==> src/rtl/uart_boot_loader.sv <==
// UART boot loader: parses an A5-framed program image from the UART receiver
// and streams 32-bit word writes into instruction memory while holding the CPU.
module uart_boot_loader #(
  parameter int ADDR_WIDTH   = 10,
  parameter int TIMEOUT_CLKS = 217000
) (
  input  logic                  CLK,
  input  logic                  RST,
  input  logic                  Rx_DV_in,
  input  logic [7:0]            Rx_Byte_in,
  output logic                  Mem_WE_out,
  output logic [ADDR_WIDTH-1:0] Mem_Addr_out,
  output logic [31:0]           Mem_Data_out,
  output logic                  CPU_Hold_out,
  output logic                  Load_Done_out,
  output logic                  Err_out,
  output logic [1:0]            Err_Code_out
);

  localparam int              TW        = $clog2(TIMEOUT_CLKS + 1);
  localparam logic [TW-1:0]   T_LAST    = TW'(TIMEOUT_CLKS - 1);
  localparam logic [16:0]     MAX_WORDS = 17'(2 ** ADDR_WIDTH);
  localparam logic [7:0]      SYNC_BYTE = 8'hA5;

  typedef enum logic [2:0] {
    S_IDLE,
    S_LEN_LO,
    S_LEN_HI,
    S_DATA,
    S_CHECK,
    S_DONE,
    S_ERROR
  } state_t;

  state_t         state;
  logic [15:0]    word_cnt;
  logic [16:0]    word_idx;
  logic [1:0]     byte_idx;
  logic [31:0]    word_buf;
  logic [7:0]     csum;
  logic [TW-1:0]  tmo_cnt;

  // Word count and index compare as 17-bit values so N = 2^ADDR_WIDTH is legal
  logic [16:0]    len_next;
  logic [16:0]    word_idx_next;
  assign len_next      = {1'b0, Rx_Byte_in, word_cnt[7:0]};
  assign word_idx_next = word_idx + 17'd1;

  always_ff @(posedge CLK or posedge RST) begin
    if (RST) begin
      state         <= S_IDLE;
      word_cnt      <= '0;
      word_idx      <= '0;
      byte_idx      <= '0;
      word_buf      <= '0;
      csum          <= '0;
      tmo_cnt       <= '0;
      Mem_WE_out    <= 1'b0;
      Mem_Addr_out  <= '0;
      Mem_Data_out  <= '0;
      CPU_Hold_out  <= 1'b0;
      Load_Done_out <= 1'b0;
      Err_out       <= 1'b0;
      Err_Code_out  <= 2'b00;
    end else begin
      Mem_WE_out    <= 1'b0;
      Load_Done_out <= 1'b0;
      case (state)
        S_IDLE: begin
          if (Rx_DV_in && Rx_Byte_in == SYNC_BYTE) begin
            state        <= S_LEN_LO;
            CPU_Hold_out <= 1'b1;
            Err_out      <= 1'b0;
            Err_Code_out <= 2'b00;
            csum         <= '0;
            word_idx     <= '0;
            byte_idx     <= '0;
            word_buf     <= '0;
            tmo_cnt      <= '0;
          end
        end
        // Single-cycle result states; any byte arriving here is dropped
        S_DONE, S_ERROR: state <= S_IDLE;
        default: begin
          if (Rx_DV_in) begin
            tmo_cnt <= '0;
            case (state)
              S_LEN_LO: begin
                word_cnt[7:0] <= Rx_Byte_in;
                state         <= S_LEN_HI;
              end
              S_LEN_HI: begin
                word_cnt[15:8] <= Rx_Byte_in;
                if (len_next > MAX_WORDS) begin
                  state        <= S_ERROR;
                  Err_out      <= 1'b1;
                  Err_Code_out <= 2'b10;
                end else if (len_next == 17'd0) begin
                  state <= S_CHECK;
                end else begin
                  state <= S_DATA;
                end
              end
              S_DATA: begin
                csum <= csum ^ Rx_Byte_in;
                word_buf[{byte_idx, 3'b000} +: 8] <= Rx_Byte_in;
                byte_idx <= byte_idx + 2'd1;
                if (byte_idx == 2'd3) begin
                  Mem_WE_out   <= 1'b1;
                  Mem_Addr_out <= word_idx[ADDR_WIDTH-1:0];
                  Mem_Data_out <= {Rx_Byte_in, word_buf[23:0]};
                  word_idx     <= word_idx_next;
                  if (word_idx_next == {1'b0, word_cnt}) state <= S_CHECK;
                end
              end
              S_CHECK: begin
                if (Rx_Byte_in == csum) begin
                  state         <= S_DONE;
                  Load_Done_out <= 1'b1;
                  CPU_Hold_out  <= 1'b0;
                end else begin
                  state        <= S_ERROR;
                  Err_out      <= 1'b1;
                  Err_Code_out <= 2'b01;
                end
              end
              default: state <= S_IDLE;
            endcase
          end else if (tmo_cnt == T_LAST) begin
            // Partial word is discarded so a stale fragment never reaches memory
            state        <= S_ERROR;
            Err_out      <= 1'b1;
            Err_Code_out <= 2'b11;
            word_buf     <= '0;
            byte_idx     <= '0;
          end else begin
            tmo_cnt <= tmo_cnt + 1'b1;
          end
        end
      endcase
    end
  end

endmodule

==> config.mk <==
export PLATFORM = sky130hd
export DESIGN_NAME = uart_boot_loader
export DESIGN_NICKNAME = d
export VERILOG_FILES = /design/src/rtl/uart_boot_loader.sv
export SDC_FILE = /design/constraint.sdc
export NUM_CORES = 1
export LEC_CHECK = 0
export ABC_AREA = 0
export CAP_MARGIN = 20
export CORE_ASPECT_RATIO = 2
export CORE_MARGIN = 2
export CORE_UTILIZATION = 55
export CTS_CLUSTER_DIAMETER = 30
export CTS_CLUSTER_SIZE = 14
export DETAILED_ROUTE_END_ITERATION = 8
export PLACE_DENSITY = 0.82
export SLEW_MARGIN = 15
export SYNTH_ARGS = -nofsm -noshare
export SYNTH_HDL_FRONTEND = slang
export SYNTH_SLANG_ARGS = --single-unit
export TNS_END_PERCENT = 50
==> constraint.sdc <==
create_clock -name CLK -period 5.7 [get_ports CLK]
set_clock_uncertainty 0.05 [all_clocks]
set_input_delay 1.14 -clock CLK [delete_from_list [all_inputs] [get_ports CLK]]
set_output_delay 1.14 -clock CLK [all_outputs]
set_load 0.03 [all_outputs]
==> summary.md, run 1 <==
### Status
* complete, no violations — status

### Global route
* 0 — Overflow after GRT
* 96 — maximum number of pins on one net before global-route repair
* 28800 um — global-route wire length before repair
* 5750 — vias in the first global route
* 28.7% — GR Util All Layers
* 0 — number of antenna violations at the first check in global routing

### Placement
* 888 — Placed Cells
* 1440 ps — Setup WS pre-CTS
* 0.896 — final weighted congestion of routability-driven global placement
* 58 — # port buffers
* 11800 um — detailed-placement wirelength estimate

### Route
* 0 — DRC errors left
* 5433 — via count
* 446 — Initial DRC Count
* 0 — Detail Route Antenna Nets
* 5 — length of the first detailed-routing pass in iterations
* 18.9 um — detail-routed net length per standard cell
* 17400 um — Total Wirelength
* 5.90 — routed vias/inst

### Timing
* 0 — number of endpoints with negative hold slack in the final report
* no — unrepaired setup endpoints after global routing
* 3860 ps — Final min period
* 67.8% — final period utilization
* 0 — count of final max-slew check failures
* 427 ps — Hold Slack
* 0 — final setup vio count
* 1840 ps — final critical-path setup slack
* 37.8% — relative slew slack
* 0 ps — setup tns final
* 932 ps — actual transition at the worst max-transition pin
* 259 MHz — f_max

### Floorplan
* 82.2 um — horizontal extent of the die
* 55.8% — starting utilization of the core area
* 0.0121 mm^2 — area of the core
* 57 — number of standard-cell rows in the floorplan
* 160 um — vertical die dimension
* 0.0132 mm^2 — die area
* 59 — I/O pin count

### Layout
* sky130_fd_sc_hd__nand2_1 — most common cell after layout, fill and taps aside
* 921 — non-filler instance count after layout
* 778 — net total in the final layout
* 18.7% — growth of design area from synthesis to finish
* sky130_fd_sc_hd__nand2_1, sky130_fd_sc_hd__dfrtp_1, sky130_fd_sc_hd__o21ai_0 — commonest non-fill, non-tap cells in the layout
* 0 — diode insertion count for antenna repair
* 8.91% — fraction of final layout cells sized beyond drive strength 1

### Clock network
* 136 — clk sinks
* 17 — CTS Buf Count
* 0 — CTS resizes
* sky130_fd_sc_hd__clkbuf_16 — library cell used as clock root buffer
* built — clock tree from TritonCTS
* 2 — Clock Tree Buf Depth
* 4 — H-Tree Level Count
* 0 — number of hold buffers added after CTS
* 420 ps — insertion delay to the later sink of the worst-skew pair
* 60 ps — clock slew at the register clock pins of the worst setup and hold paths
* 0 — number of buffers inserted by post-CTS setup repair

### Synthesis
* 50.6% — fraction of the yosys area taken by sequential cells
* 0.00672 mm^2 — Syn Std Cell Area
* 100% — Synth async-reset ratio
* 0 — number of enable flip-flop cells after synthesis
* sky130_fd_sc_hd__dfrtp_1 — predominant post-synthesis flop cell
* 0 — Synth warnings
* 9.39 um^2 — syn_area_per_cell
* 733 — syn_nets
* 52 — number of unique standard cell types used by synthesis
* 136 — synthesis-stage register bit count
* 716 — synthesized netlist cell count

### Setup path
* 2470 ps — reg-to-reg setup timing slack
* in2reg — critical path class
* 4140 ps — worst path arrival time
* 5970 ps — endpoint required time on the critical path
* input pin — type of element launching the critical path
* register — CP Capture Type
* word_idx[0]$_DFFE_PP0P_ — launch point of the worst reg-to-reg path
* state[0]$_DFFE_PP0P_ — worst reg2reg path endpoint
* 8 — cell count of the worst reg-to-reg path
* word_buf[11]$_DFFE_PP0P_ — Setup crit end
* 11 — maximum fanout encountered on the critical timing path
* Rx_Byte_in[3] — startpoint of the most critical setup path

### Power and ir drop
* 0.000256 V — worst supply voltage drop on vdd
* 3.61 nW — static power due to leakage
* 404 mW/mm^2 — areal power density over the cells

### Run
* 0 — number of maximum-capacitance constraint violations

### Worst hold path
* reg2reg — Hold Path Class

metal layers:
metal | GRT usage, % | vias to the layer above | share of wire [%]
li1 | - | 2511 | -
met2 | 50.1 | 181 | 55
met1 | 31.4 | 2678 | 35
met5 | 0 | - | 0
met3 | 4.61 | 63 | 3.9
met4 | 16.9 | 0 | 5.3
where the power goes:
part	leakage [nW]	internal (mW)	switching [mW]
Combinational	1.47	0.350	0.479
Clock	0.294	0.667	0.450
Sequential	1.84	1.12	0.167
Total	3.61	2.13	1.10
cell usage after synthesis (2+ instances only):
library cell	n	share of area, %
sky130_fd_sc_hd__buf_4	4	0.45
sky130_fd_sc_hd__nor3_1	10	0.74
sky130_fd_sc_hd__ha_1	6	1.1
sky130_fd_sc_hd__o31a_1	2	0.26
sky130_fd_sc_hd__nand3b_1	2	0.22
sky130_fd_sc_hd__and2_1	3	0.28
sky130_fd_sc_hd__nand4_1	13	1.2
sky130_fd_sc_hd__o41ai_1	2	0.26
sky130_fd_sc_hd__a22o_1	3	0.39
sky130_fd_sc_hd__xnor2_1	26	3.4
sky130_fd_sc_hd__mux2i_1	27	4.0
sky130_fd_sc_hd__mux2_2	17	2.8
sky130_fd_sc_hd__nor2_1	45	2.5
sky130_fd_sc_hd__nor4b_1	4	0.52
sky130_fd_sc_hd__nor3b_1	3	0.33
sky130_fd_sc_hd__xor2_1	27	3.5
sky130_fd_sc_hd__a21oi_1	9	0.67
sky130_fd_sc_hd__o31ai_1	4	0.45
sky130_fd_sc_hd__o22ai_1	3	0.28
sky130_fd_sc_hd__nor4_1	8	0.74
sky130_fd_sc_hd__clkbuf_1	25	1.4
sky130_fd_sc_hd__nand3_1	28	2.1
sky130_fd_sc_hd__and4_1	3	0.39
sky130_fd_sc_hd__o21a_1	4	0.45
sky130_fd_sc_hd__o211ai_1	2	0.22
sky130_fd_sc_hd__a31oi_1	4	0.37
sky130_fd_sc_hd__o21ai_0	74	5.5
sky130_fd_sc_hd__or3_1	2	0.19
sky130_fd_sc_hd__nand2b_1	2	0.19
sky130_fd_sc_hd__or4_4	2	0.33
sky130_fd_sc_hd__inv_1	35	2.0
sky130_fd_sc_hd__and3_1	5	0.47
sky130_fd_sc_hd__o21ai_1	7	0.52
sky130_fd_sc_hd__dfrtp_1	136	51
sky130_fd_sc_hd__and3_2	2	0.22
sky130_fd_sc_hd__nand2_1	143	8.0
sky130_fd_sc_hd__buf_1	3	0.17
sky130_fd_sc_hd__buf_2	7	0.52
worst min-delay path by stage:
stage	endpoint	depth (start not counted)	start
3_5_place_dp	Mem_Addr_out[6]$_DFFE_PP0P_	2	Mem_Addr_out[6]$_DFFE_PP0P_
2_1_floorplan	tmo_cnt[14]$_DFFE_PP0P_	1	tmo_cnt[14]$_DFFE_PP0P_
6_report	Mem_Data_out[12]$_DFFE_PP0P_	2	Mem_Data_out[12]$_DFFE_PP0P_
4_1_cts	Mem_Data_out[12]$_DFFE_PP0P_	2	Mem_Data_out[12]$_DFFE_PP0P_
3_3_place_gp	Mem_Addr_out[5]$_DFFE_PP0P_	2	Mem_Addr_out[5]$_DFFE_PP0P_
5_1_grt	Mem_Data_out[9]$_DFFE_PP0P_	2	Mem_Data_out[9]$_DFFE_PP0P_
cell families after synthesis:
| group | Yosys count | share of synthesized area, % |
|---|---|---|
| adders and majority gates | 6 | 1.12 |
| muxes | 44 | 6.87 |
| xor gates and xnor gates | 53 | 6.90 |
| and+or+nand+nor | 283 | 19.9 |
| DFF | 136 | 50.6 |
| AOI/OAI and AO/OA | 119 | 9.97 |
| buffers and inverters | 75 | 4.65 |
metrics by stage:
| step | instance area [um^2] | util, % | total power, mW |
|---|---|---|---|
| final | 7980 | 66.2 | 3.23 |
| after global routing | 7980 | 66.2 | 3.38 |
| after CTS | 7960 | 66.1 | 3.22 |
| after detailed placement | 7360 | 61.1 | 2.08 |
| after global placement | 7360 | 61.1 | 2.05 |
| after floorplan | 6720 | - | 1.86 |
sequential cells by signal (all words and copies together) (netlist names):
signal	count
CPU_Hold_out	1
Mem_Addr_out	10
tmo_cnt	18
csum	8
byte_idx	2
Err_out	1
state	3
Mem_Data_out	32
Err_Code_out	2
word_buf	24
word_idx	17
Mem_WE_out	1
Load_Done_out	1
word_cnt	16
layout make-up:
class	count	area [um^2]
Fill cell	924	4070
Sequential cell	136	3400
Multi-Input combinational cell	505	3020
Timing Repair Buffer	66	641
Clock buffer	18	439
Tap cell	147	184
Clock inverter	14	159
Inverter	35	134
critical path, stage by stage:
cell and delay [ps]:
sky130_fd_sc_hd__clkdlybuf4s50_1 640, sky130_fd_sc_hd__or3_1 530, sky130_fd_sc_hd__nor4b_4 310, sky130_fd_sc_hd__nand2_1 320, sky130_fd_sc_hd__o21ai_0 220, sky130_fd_sc_hd__and2_1 290
sky130_fd_sc_hd__o21ai_1 360, sky130_fd_sc_hd__mux2i_1 310
Power figures use the tool's default switching activity.
==> run 2: changes to the inputs <==
==> constraint.sdc (replaced) <==
create_clock -name CLK -period 3.6 [get_ports CLK]
set_clock_uncertainty 0.05 [all_clocks]
set_input_delay 0.72 -clock CLK [delete_from_list [all_inputs] [get_ports CLK]]
set_output_delay 0.72 -clock CLK [all_outputs]
set_load 0.03 [all_outputs]
==> run 2 against run 1 <==
- final cell count up 1.2%
- critical path type unchanged
- highest routed layer unchanged
- critical path depth unchanged
- sequential share of layout area down 0.40 points
- die area unchanged
==> summary.md, run 2 (synthesis gave the netlist of run 1 again) <==
### Global route
* 27500 um — global-route wire length before repair, was 28800 um
* 0 — Overflow after GRT, unchanged
* 0 — number of antenna violations at the first check in global routing, unchanged
* 137 — maximum number of pins on one net before global-route repair, was 96
* 5747 — vias in the first global route, was 5750
* 27.2% — GR Util All Layers, was 28.7%

### Route
* 5516 — via count, was 5433
* 0 — DRC errors left, unchanged
* 17.9 um — detail-routed net length per standard cell, was 18.9 um
* 5 — length of the first detailed-routing pass in iterations, unchanged
* 337 — Initial DRC Count, was 446
* 16700 um — Total Wirelength, was 17400 um
* 5.92 — routed vias/inst, was 5.90
* 0 — Detail Route Antenna Nets, unchanged

### Timing
* 961 ps — actual transition at the worst max-transition pin, was 932 ps
* 3100 ps — Final min period
* 497 ps — final critical-path setup slack, was 1840 ps
* 35.9% — relative slew slack, was 37.8%
* 0 — number of endpoints with negative hold slack in the final report, unchanged
* 322 MHz — f_max
* 0 — count of final max-slew check failures, unchanged
* 86.2% — final period utilization
* 0 — final setup vio count, unchanged
* 0 ps — setup tns final, unchanged
* no — unrepaired setup endpoints after global routing, unchanged

### Layout
* 789 — net total in the final layout, was 778
* 0.00806 mm^2 — fin area, was 0.00798 mm^2
* 19.9% — growth of design area from synthesis to finish, was 18.7%
* 32 — Largest register FFs, unchanged
* Mem_Data_out — largest register by flop count, unchanged
* sky130_fd_sc_hd__nand2_1, sky130_fd_sc_hd__dfrtp_1, sky130_fd_sc_hd__o21ai_0 — commonest non-fill, non-tap cells in the layout, unchanged
* 0 — diode insertion count for antenna repair, unchanged
* 9.94% — fraction of final layout cells sized beyond drive strength 1, was 8.91%
* Mem_Data_out x32, word_buf x24, tmo_cnt x18 — largest registers, unchanged
* sky130_fd_sc_hd__nand2_1 — most common cell after layout, fill and taps aside, unchanged

### Setup path
* word_idx[0]$_DFFE_PP0P_ — launch point of the worst reg-to-reg path, unchanged
* 8 — maximum fanout encountered on the critical timing path, was 11
* state[0]$_DFFE_PP0P_ — worst reg2reg path endpoint, unchanged
* 510 ps — largest stage delay on the critical path, was 640 ps
* in2reg — critical path class, unchanged
* register — CP Capture Type, unchanged
* 3880 ps — endpoint required time on the critical path, was 5970 ps
* 540 ps — reg-to-reg setup timing slack, was 2470 ps
* simple AND/OR/NAND/NOR gates — top cell family by delay on the critical path, unchanged
* sky130_fd_sc_hd__or3_1 — slowest stage cell on the critical path, was sky130_fd_sc_hd__clkdlybuf4s50_1
* word_buf[12]$_DFFE_PP0P_ — Setup crit end, was word_buf[11]$_DFFE_PP0P_
* clkdlybuf4s50_1 > or3_1 > nor4b_4 > nand2_1 > o21ai_0 > and2_1 > o21ai_1 > mux2i_1 — Cell Chain, Critical Path, unchanged
* 3380 ps — worst path arrival time, was 4140 ps
* input pin — type of element launching the critical path, unchanged
* 1 — Buf+Inv Stages, Crit Path, unchanged
* 8 — count of cell instances traversed by the critical path, unchanged
* 8 — cell count of the worst reg-to-reg path, unchanged
* Rx_Byte_in[3] — startpoint of the most critical setup path, unchanged

### Clock network
* 136 — clk sinks, unchanged
* built — clock tree from TritonCTS, unchanged
* 430 ps — insertion delay to the later sink of the worst-skew pair, was 420 ps
* 2 — Clock Tree Buf Depth, unchanged
* 0 — number of buffers inserted by post-CTS setup repair, unchanged
* 60 ps — clock slew at the register clock pins of the worst setup and hold paths, about the same
* 17 — CTS Buf Count, unchanged
* sky130_fd_sc_hd__clkbuf_16 — library cell used as clock root buffer, unchanged
* 0 — number of hold buffers added after CTS, unchanged
* 0 — CTS resizes, unchanged
* 4 — H-Tree Level Count, unchanged

### Floorplan
* 160 um — vertical die dimension, unchanged
* 59 — I/O pin count, unchanged
* 82.2 um — horizontal extent of the die, unchanged
* 0.0121 mm^2 — area of the core, unchanged
* 57 — number of standard-cell rows in the floorplan, unchanged
* 0.0132 mm^2 — die area, unchanged
* 55.8% — starting utilization of the core area, unchanged

### Placement
* 94.7 ps — Setup WS pre-CTS, was 1440 ps
* 0.00748 mm^2 — Post-DP Area, was 0.00736 mm^2
* 11500 um — detailed-placement wirelength estimate, was 11800 um
* 0.955 — final weighted congestion of routability-driven global placement, was 0.896
* 58 — # port buffers, unchanged

### Worst hold path
* reg2reg — Hold Path Class, unchanged

### Power and ir drop
* 0.000396 V — worst supply voltage drop on vdd, was 0.000256 V
* 622 mW/mm^2 — areal power density over the cells, was 404 mW/mm^2
* 3.66 nW — static power due to leakage, was 3.61 nW

### Run
* 0 — number of maximum-capacitance constraint violations, unchanged

### Status
* complete, no violations — status, unchanged

-- run 2: worst min-delay path by stage --
stage	from	end	slack, ps	cells past startpoint
6_report	Mem_Addr_out[6]$_DFFE_PP0P_	Mem_Addr_out[6]$_DFFE_PP0P_	430	2
4_1_cts	Mem_Addr_out[6]$_DFFE_PP0P_	Mem_Addr_out[6]$_DFFE_PP0P_	440	2
3_5_place_dp	Mem_Addr_out[6]$_DFFE_PP0P_	Mem_Addr_out[6]$_DFFE_PP0P_	420	2
5_1_grt	Mem_Data_out[9]$_DFFE_PP0P_	Mem_Data_out[9]$_DFFE_PP0P_	460	2
3_3_place_gp	Mem_Addr_out[4]$_DFFE_PP0P_	Mem_Addr_out[4]$_DFFE_PP0P_	410	2
2_1_floorplan	tmo_cnt[14]$_DFFE_PP0P_	tmo_cnt[14]$_DFFE_PP0P_	410	1
-- run 2: worst reg2reg max path, cell delays in order, from the launching register on --
cell	delay, ps
sky130_fd_sc_hd__dfrtp_1	490
sky130_fd_sc_hd__ha_1	400
sky130_fd_sc_hd__nand3_1	190
sky130_fd_sc_hd__nor2_1	440
sky130_fd_sc_hd__nand2_1	190
sky130_fd_sc_hd__xnor2_1	200
sky130_fd_sc_hd__nand4b_1	180
sky130_fd_sc_hd__or4_4	560
sky130_fd_sc_hd__a31o_1	250
-- run 2: cell type report --
cell class | instances | area (um^2)
multi-input combinational | 505 | 3010
tap | 147 | 184
clock inverter | 15 | 153
timing repair buffer | 77 | 748
sequential | 136 | 3400
clock buffer | 17 | 425
inverter | 35 | 135
fill | 919 | 3990
-- run 2: through the flow --
stage	power [mW]	utilization (%)	hold slack [ps]	cells
3_3_place_gp	3.24	62.1	410	900
3_5_place_dp	3.30	62.1	421	900
6_report	5.01	66.9	432	932
2_1_floorplan	2.94	-	414	716
5_1_grt	5.25	66.9	459	932
4_1_cts	5.02	66.9	436	932
-- run 2: metal layers --
metal	global-route usage [%]	part of all wire (%)
met5	0	0
met1	28.8	36
met4	15.2	4.8
met2	48.4	56
met3	4.72	3.7
-- run 2: report_power, final --
part           switching [mW]  leakage [nW]  total, mW  internal [mW]
combinational           0.730          1.53       1.29          0.565
clock                   0.730         0.290       1.71          0.978
sequential              0.243          1.84       2.01           1.77
total                    1.70          3.66       5.01           3.31
